<file path="config.mk">
export PLATFORM = sky130hd
export DESIGN_NAME = core_control
export DESIGN_NICKNAME = d
export VERILOG_FILES = /design/src/rtl/core_control_pkg.sv /design/src/rtl/core_control.sv
export SDC_FILE = /design/constraint.sdc
export NUM_CORES = 1
export LEC_CHECK = 0
export ABC_AREA = 1
export BUFFER_PORTS_ARGS = -buffer_cell sky130_fd_sc_hd__buf_2
export CORE_UTILIZATION = 55
export DETAILED_ROUTE_END_ITERATION = 8
export GPL_TIMING_DRIVEN = 0
export PLACE_DENSITY_LB_ADDON = 0.2
export SYNTH_ARGS = -nofsm -noshare
export SYNTH_HDL_FRONTEND = slang
export SYNTH_SLANG_ARGS = --single-unit
</file>
<file path="constraint.sdc">
create_clock -name clk_i -period 5.5 [get_ports clk_i]
set_input_delay 1.65 -clock clk_i [delete_from_list [all_inputs] [get_ports clk_i]]
set_output_delay 1.65 -clock clk_i [all_outputs]
set_load 0.01 [all_outputs]
</file>
<file path="src/rtl/core_control_pkg.sv">
// core_control_pkg: shared types and opcode constants for the RV32I multi-cycle control FSM
package core_control_pkg;

    typedef enum logic [2:0] {
        R_TYPE,
        I_TYPE,
        S_TYPE,
        B_TYPE,
        U_TYPE,
        J_TYPE,
        INVALID_TYPE
    } inst_format_e;

    typedef enum logic [3:0] {
        IDLE,
        FETCH_REQ,
        FETCH_WAIT,
        DECODE,
        EXECUTE,
        MEM_REQ,
        MEM_WAIT,
        WRITEBACK,
        TRAP
    } ctrl_state_e;

    localparam logic [6:0] OPC_LOAD   = 7'h03;
    localparam logic [6:0] OPC_STORE  = 7'h23;
    localparam logic [6:0] OPC_OP     = 7'h33;
    localparam logic [6:0] OPC_OP_IMM = 7'h13;
    localparam logic [6:0] OPC_LUI    = 7'h37;
    localparam logic [6:0] OPC_AUIPC  = 7'h17;
    localparam logic [6:0] OPC_BRANCH = 7'h63;
    localparam logic [6:0] OPC_JAL    = 7'h6F;
    localparam logic [6:0] OPC_JALR   = 7'h67;

    typedef enum logic [1:0] {
        PC_PLUS4,
        PC_IMM,
        PC_ALU
    } pc_sel_e;

    typedef enum logic [1:0] {
        WB_ALU,
        WB_LOAD,
        WB_PC4
    } wb_sel_e;

    typedef enum logic [1:0] {
        CAUSE_NONE,
        CAUSE_ILLEGAL,
        CAUSE_IMEM_TIMEOUT,
        CAUSE_DMEM_TIMEOUT
    } trap_cause_e;

    function automatic logic opcode_legal(input logic [6:0] opc);
        return opc inside {OPC_LOAD, OPC_STORE, OPC_OP, OPC_OP_IMM, OPC_LUI,
                           OPC_AUIPC, OPC_BRANCH, OPC_JAL, OPC_JALR};
    endfunction

endpackage

</file>
<file path="src/rtl/core_control.sv">
// core_control: multi-cycle RV32I control FSM with retire counter and sticky trap
module core_control
    import core_control_pkg::*;
#(
    parameter int INSTRET_WIDTH = 32,
    parameter int MEM_TIMEOUT   = 256
) (
    input  logic                     clk_i,
    input  logic                     rst_i,
    input  inst_format_e             format_i,
    input  logic [6:0]               opcode_i,
    input  logic                     branch_taken_i,
    output logic                     imem_req_o,
    input  logic                     imem_gnt_i,
    input  logic                     imem_rvalid_i,
    output logic                     dmem_req_o,
    output logic                     dmem_we_o,
    input  logic                     dmem_gnt_i,
    input  logic                     dmem_rvalid_i,
    output logic                     ir_we_o,
    output logic                     pc_we_o,
    output logic [1:0]               pc_sel_o,
    output logic                     alu_a_sel_o,
    output logic                     alu_b_sel_o,
    output logic                     rf_we_o,
    output logic [1:0]               wb_sel_o,
    output logic                     trap_o,
    output logic [1:0]               trap_cause_o,
    output logic [INSTRET_WIDTH-1:0] instret_o
);

    localparam int CW = MEM_TIMEOUT > 1 ? $clog2(MEM_TIMEOUT + 1) : 1;

    ctrl_state_e              state_q, state_d;
    trap_cause_e              cause_q, cause_d;
    logic [6:0]               opc_q;
    logic [CW-1:0]            cnt_q;
    logic [INSTRET_WIDTH-1:0] instret_q;
    logic                     timeout, mem_phase, phase_entry, in_exec, store_done;
    logic                     is_load, is_store, is_op, is_branch, is_jal, is_jalr, is_auipc;

    assign is_load   = opc_q == OPC_LOAD;
    assign is_store  = opc_q == OPC_STORE;
    assign is_op     = opc_q == OPC_OP;
    assign is_branch = opc_q == OPC_BRANCH;
    assign is_jal    = opc_q == OPC_JAL;
    assign is_jalr   = opc_q == OPC_JALR;
    assign is_auipc  = opc_q == OPC_AUIPC;

    assign mem_phase   = state_q inside {FETCH_REQ, FETCH_WAIT, MEM_REQ, MEM_WAIT};
    assign phase_entry = (state_d == FETCH_REQ && state_q != FETCH_REQ) ||
                         (state_d == MEM_REQ && state_q != MEM_REQ);
    // Trips on the last allowed cycle of a phase unless that cycle completes it.
    assign timeout     = (MEM_TIMEOUT != 0) && (cnt_q == CW'(MEM_TIMEOUT - 1));
    assign cause_d     = state_q == DECODE ? CAUSE_ILLEGAL :
                         state_q inside {FETCH_REQ, FETCH_WAIT} ? CAUSE_IMEM_TIMEOUT :
                         CAUSE_DMEM_TIMEOUT;

    always_ff @(posedge clk_i) begin
        if (rst_i) state_q <= IDLE;
        else       state_q <= state_d;
    end

    always_ff @(posedge clk_i) begin
        if (rst_i) begin
            opc_q     <= '0;
            cause_q   <= CAUSE_NONE;
            cnt_q     <= '0;
            instret_q <= '0;
        end else begin
            if (state_q == DECODE) opc_q <= opcode_i;
            if (state_d == TRAP && state_q != TRAP) cause_q <= cause_d;
            cnt_q <= phase_entry ? '0 : mem_phase ? cnt_q + CW'(1) : cnt_q;
            if (pc_we_o) instret_q <= instret_q + INSTRET_WIDTH'(1);
        end
    end

    always_comb begin
        state_d = state_q;
        case (state_q)
            IDLE:       state_d = FETCH_REQ;
            FETCH_REQ:  state_d = imem_gnt_i ? (imem_rvalid_i ? DECODE : FETCH_WAIT) :
                                  timeout ? TRAP : FETCH_REQ;
            FETCH_WAIT: state_d = imem_rvalid_i ? DECODE : timeout ? TRAP : FETCH_WAIT;
            DECODE:     state_d = (format_i == INVALID_TYPE || !opcode_legal(opcode_i)) ?
                                  TRAP : EXECUTE;
            EXECUTE:    state_d = (is_load || is_store) ? MEM_REQ :
                                  is_branch ? FETCH_REQ : WRITEBACK;
            MEM_REQ:    state_d = dmem_gnt_i ? (!dmem_rvalid_i ? MEM_WAIT :
                                  is_load ? WRITEBACK : FETCH_REQ) :
                                  timeout ? TRAP : MEM_REQ;
            MEM_WAIT:   state_d = dmem_rvalid_i ? (is_load ? WRITEBACK : FETCH_REQ) :
                                  timeout ? TRAP : MEM_WAIT;
            WRITEBACK:  state_d = FETCH_REQ;
            default:    state_d = state_q;
        endcase
    end

    // ALU selects stay valid through the memory and writeback steps so the
    // address, link and jump target computed by the ALU remain stable.
    assign in_exec    = state_q inside {EXECUTE, MEM_REQ, MEM_WAIT, WRITEBACK};
    assign store_done = is_store && ((state_q == MEM_REQ && dmem_gnt_i && dmem_rvalid_i) ||
                                     (state_q == MEM_WAIT && dmem_rvalid_i));

    always_comb begin
        imem_req_o   = state_q == FETCH_REQ;
        ir_we_o      = (state_q == FETCH_REQ && imem_gnt_i && imem_rvalid_i) ||
                       (state_q == FETCH_WAIT && imem_rvalid_i);
        dmem_req_o   = state_q == MEM_REQ;
        dmem_we_o    = state_q == MEM_REQ && is_store;
        alu_a_sel_o  = in_exec && (is_auipc || is_jal);
        alu_b_sel_o  = in_exec && !(is_op || is_branch);
        rf_we_o      = state_q == WRITEBACK;
        pc_we_o      = state_q == WRITEBACK || (state_q == EXECUTE && is_branch) || store_done;
        pc_sel_o     = (state_q == EXECUTE && is_branch && branch_taken_i) ? PC_IMM :
                       (state_q == WRITEBACK && is_jal) ? PC_IMM :
                       (state_q == WRITEBACK && is_jalr) ? PC_ALU : PC_PLUS4;
        wb_sel_o     = state_q != WRITEBACK ? WB_ALU : is_load ? WB_LOAD :
                       (is_jal || is_jalr) ? WB_PC4 : WB_ALU;
        trap_o       = state_q == TRAP;
        trap_cause_o = cause_q;
        instret_o    = instret_q;
    end

endmodule

</file>
* Word-level counts from Yosys, hierarchy flattened *
Index checks and enable logic that the tools add are counted.

operators by class
  $add $sub $neg = 2
  eq/ne operators = 33
  muxes and demuxes = 23
  reduce and logical (&&, ||, !) cells = 36

operators by type and width
  operator                                                                 count
  7-bit equality test, second input constant                               6
  4-bit two-way mux                                                        10
  7-bit by 6-bit equality test with 1-bit output, second input constant    5
  32-bit by 1-bit adder with 32-bit output, second input constant          1
  4-bit case mux with 7 select lines                                       1
  7-bit by 5-bit equality test with 1-bit output, second input constant    3
  4-bit by 3-bit equality test with 1-bit output, second input constant    5
  1-bit logical AND                                                        17
  7-bit by 2-bit equality test with 1-bit output, second input constant    2
  2-bit two-way mux                                                        7
  1-bit logical OR                                                         10
  9-bit by 1-bit adder with 9-bit output, second input constant            1
  9-bit by 8-bit equality test with 1-bit output, second input constant    1
  3-bit two-way mux                                                        3
  9-bit nonzero test                                                       1
  4-bit by 1-bit equality test with 1-bit output, second input constant    2
  4-bit by 2-bit equality test with 1-bit output, second input constant    2
  4-bit equality test, second input constant                               2
  4-bit by 3-bit inequality test with 1-bit output, second input constant  2
  4-bit nonzero test                                                       2
  4-bit zero test                                                          1
  4-bit by 1-bit inequality test with 1-bit output, second input constant  1
  4-bit inequality test, second input constant                             1
  2-bit OR reduction                                                       2
  other kinds (4)                                                          6

storage, ports and cells
  register bits = 54
  word-level logic and storage cells = 99

* Depth between registers and ports, before layout *
  depth in word-level cells = 10
  depth in mapped cells = 14

* Worst setup path before layout *
OpenSTA, ideal clock, no wires.

  path type = in2out
  from = input port dmem_gnt_i
  to = output port pc_we_o
  arrival = 2.145 ns
  path slack = 1.705 ns
  stages on the path = 5
  path buffers = 1
  cells stage by stage = nand3_1 > nand2_1 > nand3_2 > nand2_4 > buf_4

between the ends
  word-level cells in the longest chain between the ends = 5

RTL lines
  element                          RTL line             RTL
  from (decl)                      core_control.sv:18   input logic dmem_gnt_i,
  1-bit logical AND (2 in series)  core_control.sv:102  assign store_done = is_store && ((state_q == MEM_REQ && dmem_gnt_i && dmem_rvalid_i) ||
  1-bit logical OR                 core_control.sv:102
  1-bit logical AND                core_control.sv:102
  1-bit logical OR                 core_control.sv:114  pc_we_o = state_q == WRITEBACK || (state_q == EXECUTE && is_branch) || store_done;
  to (decl)                        core_control.sv:21   output logic pc_we_o,

No other way between the ends.

* Worst setup path in the final report *
Ends and elaborated chain as after synthesis.

==> run metrics <==
Area Overhead vs Synth 15.3%; final-report hold violation count 0; HPWL Detailed 6.66 mm; Syn Nets 523; synthesized area per cell 6.47 sq um; met1 wire length 3.84 mm; max-slew violations 0; DRT Pass-1 Iters 5; DR WL/cell 13.2 um; WHS 503 ps; Detailed Route WL 8.53 mm; fin cells 646; Max-Cap Viols 0; clk slew on worst S/H paths 90 ps; Worst Tran Pin Value 551 ps; initial antenna violation count 0; vias per cell 5.46; Die X 78.9 um; post-synthesis sequential area ratio 33.2%; Cells after Synth 503; FILL cells 548; DR top layer met4; status finished, final reports clean; Clock H-tree levels 2; Peak VDD IR 0.255 mV; CTS resizes 0; Row Count 27; initial DRC count 204; Total Die Area 0.00623 sq mm; placed cell count 638; first-pass GRT wire length 14.0 mm; TritonCTS clock tree yes; EDFF count, synth 0; relative slew slack 63.2%; vias in the first global route 3147; leading area contributor after synthesis dfxtp_1; count leader, synth nand2_1; Max FO, Critical Path 10; Max Fclk 240 MHz; CP Capture Type primary output; GRT Overall Usage 28.4%; RSZ-0062 raised after global routing no; clk buf depth 2; Yosys warning total 0; DRC 0; Period minus WS final 4170 ps; total grt overflow 0; Routed Antenna Nets 0; clock latency on the worst-skew pair 310 ps; CP Data Arrival Time 2520 ps; asr flop ratio synth 0%; Post-DP Area 0.00366 sq mm; routed length on met2 4.12 mm; final setup TNS 0 ps; Post-CTS Setup Inserts 0; via count 3530; ant diodes 0; CTS Root Buffer Type clkbuf_8; I/O pin cnt 64; initial cell density of the core 58.0%; CTS Hold Buffers Added 0; met3 routed WL 354 um; Critical Path RT 3850 ps; top cells by count, synth nand2_1 (118), nor2_1 (85), dfxtp_1 (54), inv_1 (49), a21oi_1 (41); #FFs+latches synth 54; die height 78.9 um; nets 593; final setup fails 0; input/output buffers 63; leak pwr 1.61 nW; PwrDens 246 mW/mm^2; GPL Wtd Cong 0.982; Hold WC Path Type flop to flop; CTS buffer count 5; Yosys cell types 35; period utilisation layout 75.8%; Post-Syn Area 0.00325 sq mm; Synth area leaders dfxtp_1 (33%), nand2_1 (14%), nor2_1 (9.8%), a21oi_1 (6.3%), nand3_1 (5.8%); Post-Place Setup Slack 1350 ps; final instance area 0.00375 sq mm; Pwr Total 0.923 mW; crit path kind input port to primary output; CTS Sinks 54; layout cells sized above 1 16.6%; largest net degree at the start of global routing 16; Post-Route Skew 7.00 ps; Primary FF master, synth dfxtp_1; Finished Core Util 66.9%; Yosys top cell area share 33.2%; worst setup margin 1330 ps; core box area 0.00561 sq mm; critical path startpoint category input port
critical path, cell delays in order:
cell     delay, ps
buf_2          100
nand3_1        110
nand2_1         90
nand3_2        100
nand2_4        120
buf_4          190
buf_2          150
sequential cells by signal, indices dropped and copies added, names as in the netlist:
name          count
trap_cause_o      2
instret_o        32
opc_q             7
state_q           4
cnt_q             9
power by group:
group          leakage, nW  total, mW  internal, mW  switching (mW)
sequential           0.436      0.443         0.417          0.0265
combinational         1.13      0.244        0.0804           0.164
clock               0.0482      0.236         0.102           0.134
layout by cell type (no fill, tap or decap), drive strengths merged, types with 2 or more instances in the layout:
cell / Yosys / final
nand2: 121 / 121
nor2: 91 / 91
buf: 8 / 71
dfxtp: 54 / 54
inv: 51 / 51
nand3: 42 / 42
a21oi: 41 / 41
nor3: 19 / 19
xor2: 15 / 15
o21ai: 15 / 15
nand4: 14 / 14
clkbuf: 4 / 11
xnor2: 9 / 9
and3: 3 / 3
ha: 3 / 3
nor4: 3 / 3
a41oi: 2 / 2
nand3b: 2 / 2
routing by layer:
layer | vias to the layer above | track usage [%]
li1 | 1786 | -
met1 | 1612 | 34.8
met2 | 113 | 50.4
met3 | 19 | 4.37
met4 | 0 | 9.82
met5 | - | 0
final timing paths:
path / start / to / slack [ps] / depth (start not counted)
setup / recovery: dmem_gnt_i / pc_we_o / 1330 / 7
hold / removal: instret_o[0] / instret_o[0] / 500 / 1
setup reg to reg: cnt_q[0] / cnt_q[1] / 3440 / 13
hold reg to reg: instret_o[0] / instret_o[0] / 500 / 1
final cells by class:
cell class	instances	area (sq um)	share of cell area, %
Inverter	51	191	5.10
Multi-Input combinational cell	386	1910	51.0
Buffer	12	68.8	1.83
Tap cell	72	90.1	2.40
Clock inverter	1	5.00	0.133
Timing Repair Buffer	63	315	8.41
Sequential cell	54	1080	28.8
Clock buffer	7	86.3	2.30
logic make-up after synthesis:
kind of cell | Yosys count | synth area share [%]
adders and majority gates | 3 | 1.15
muxes | 1 | 0.308
DFF | 54 | 33.2
AOI/OAI and AO/OA | 63 | 10.3
xor gates and xnor gates | 24 | 6.46
and+or+nand+nor | 295 | 40.6
buffers and inverters | 63 | 8.00
(Power assumes the default switching activity.)
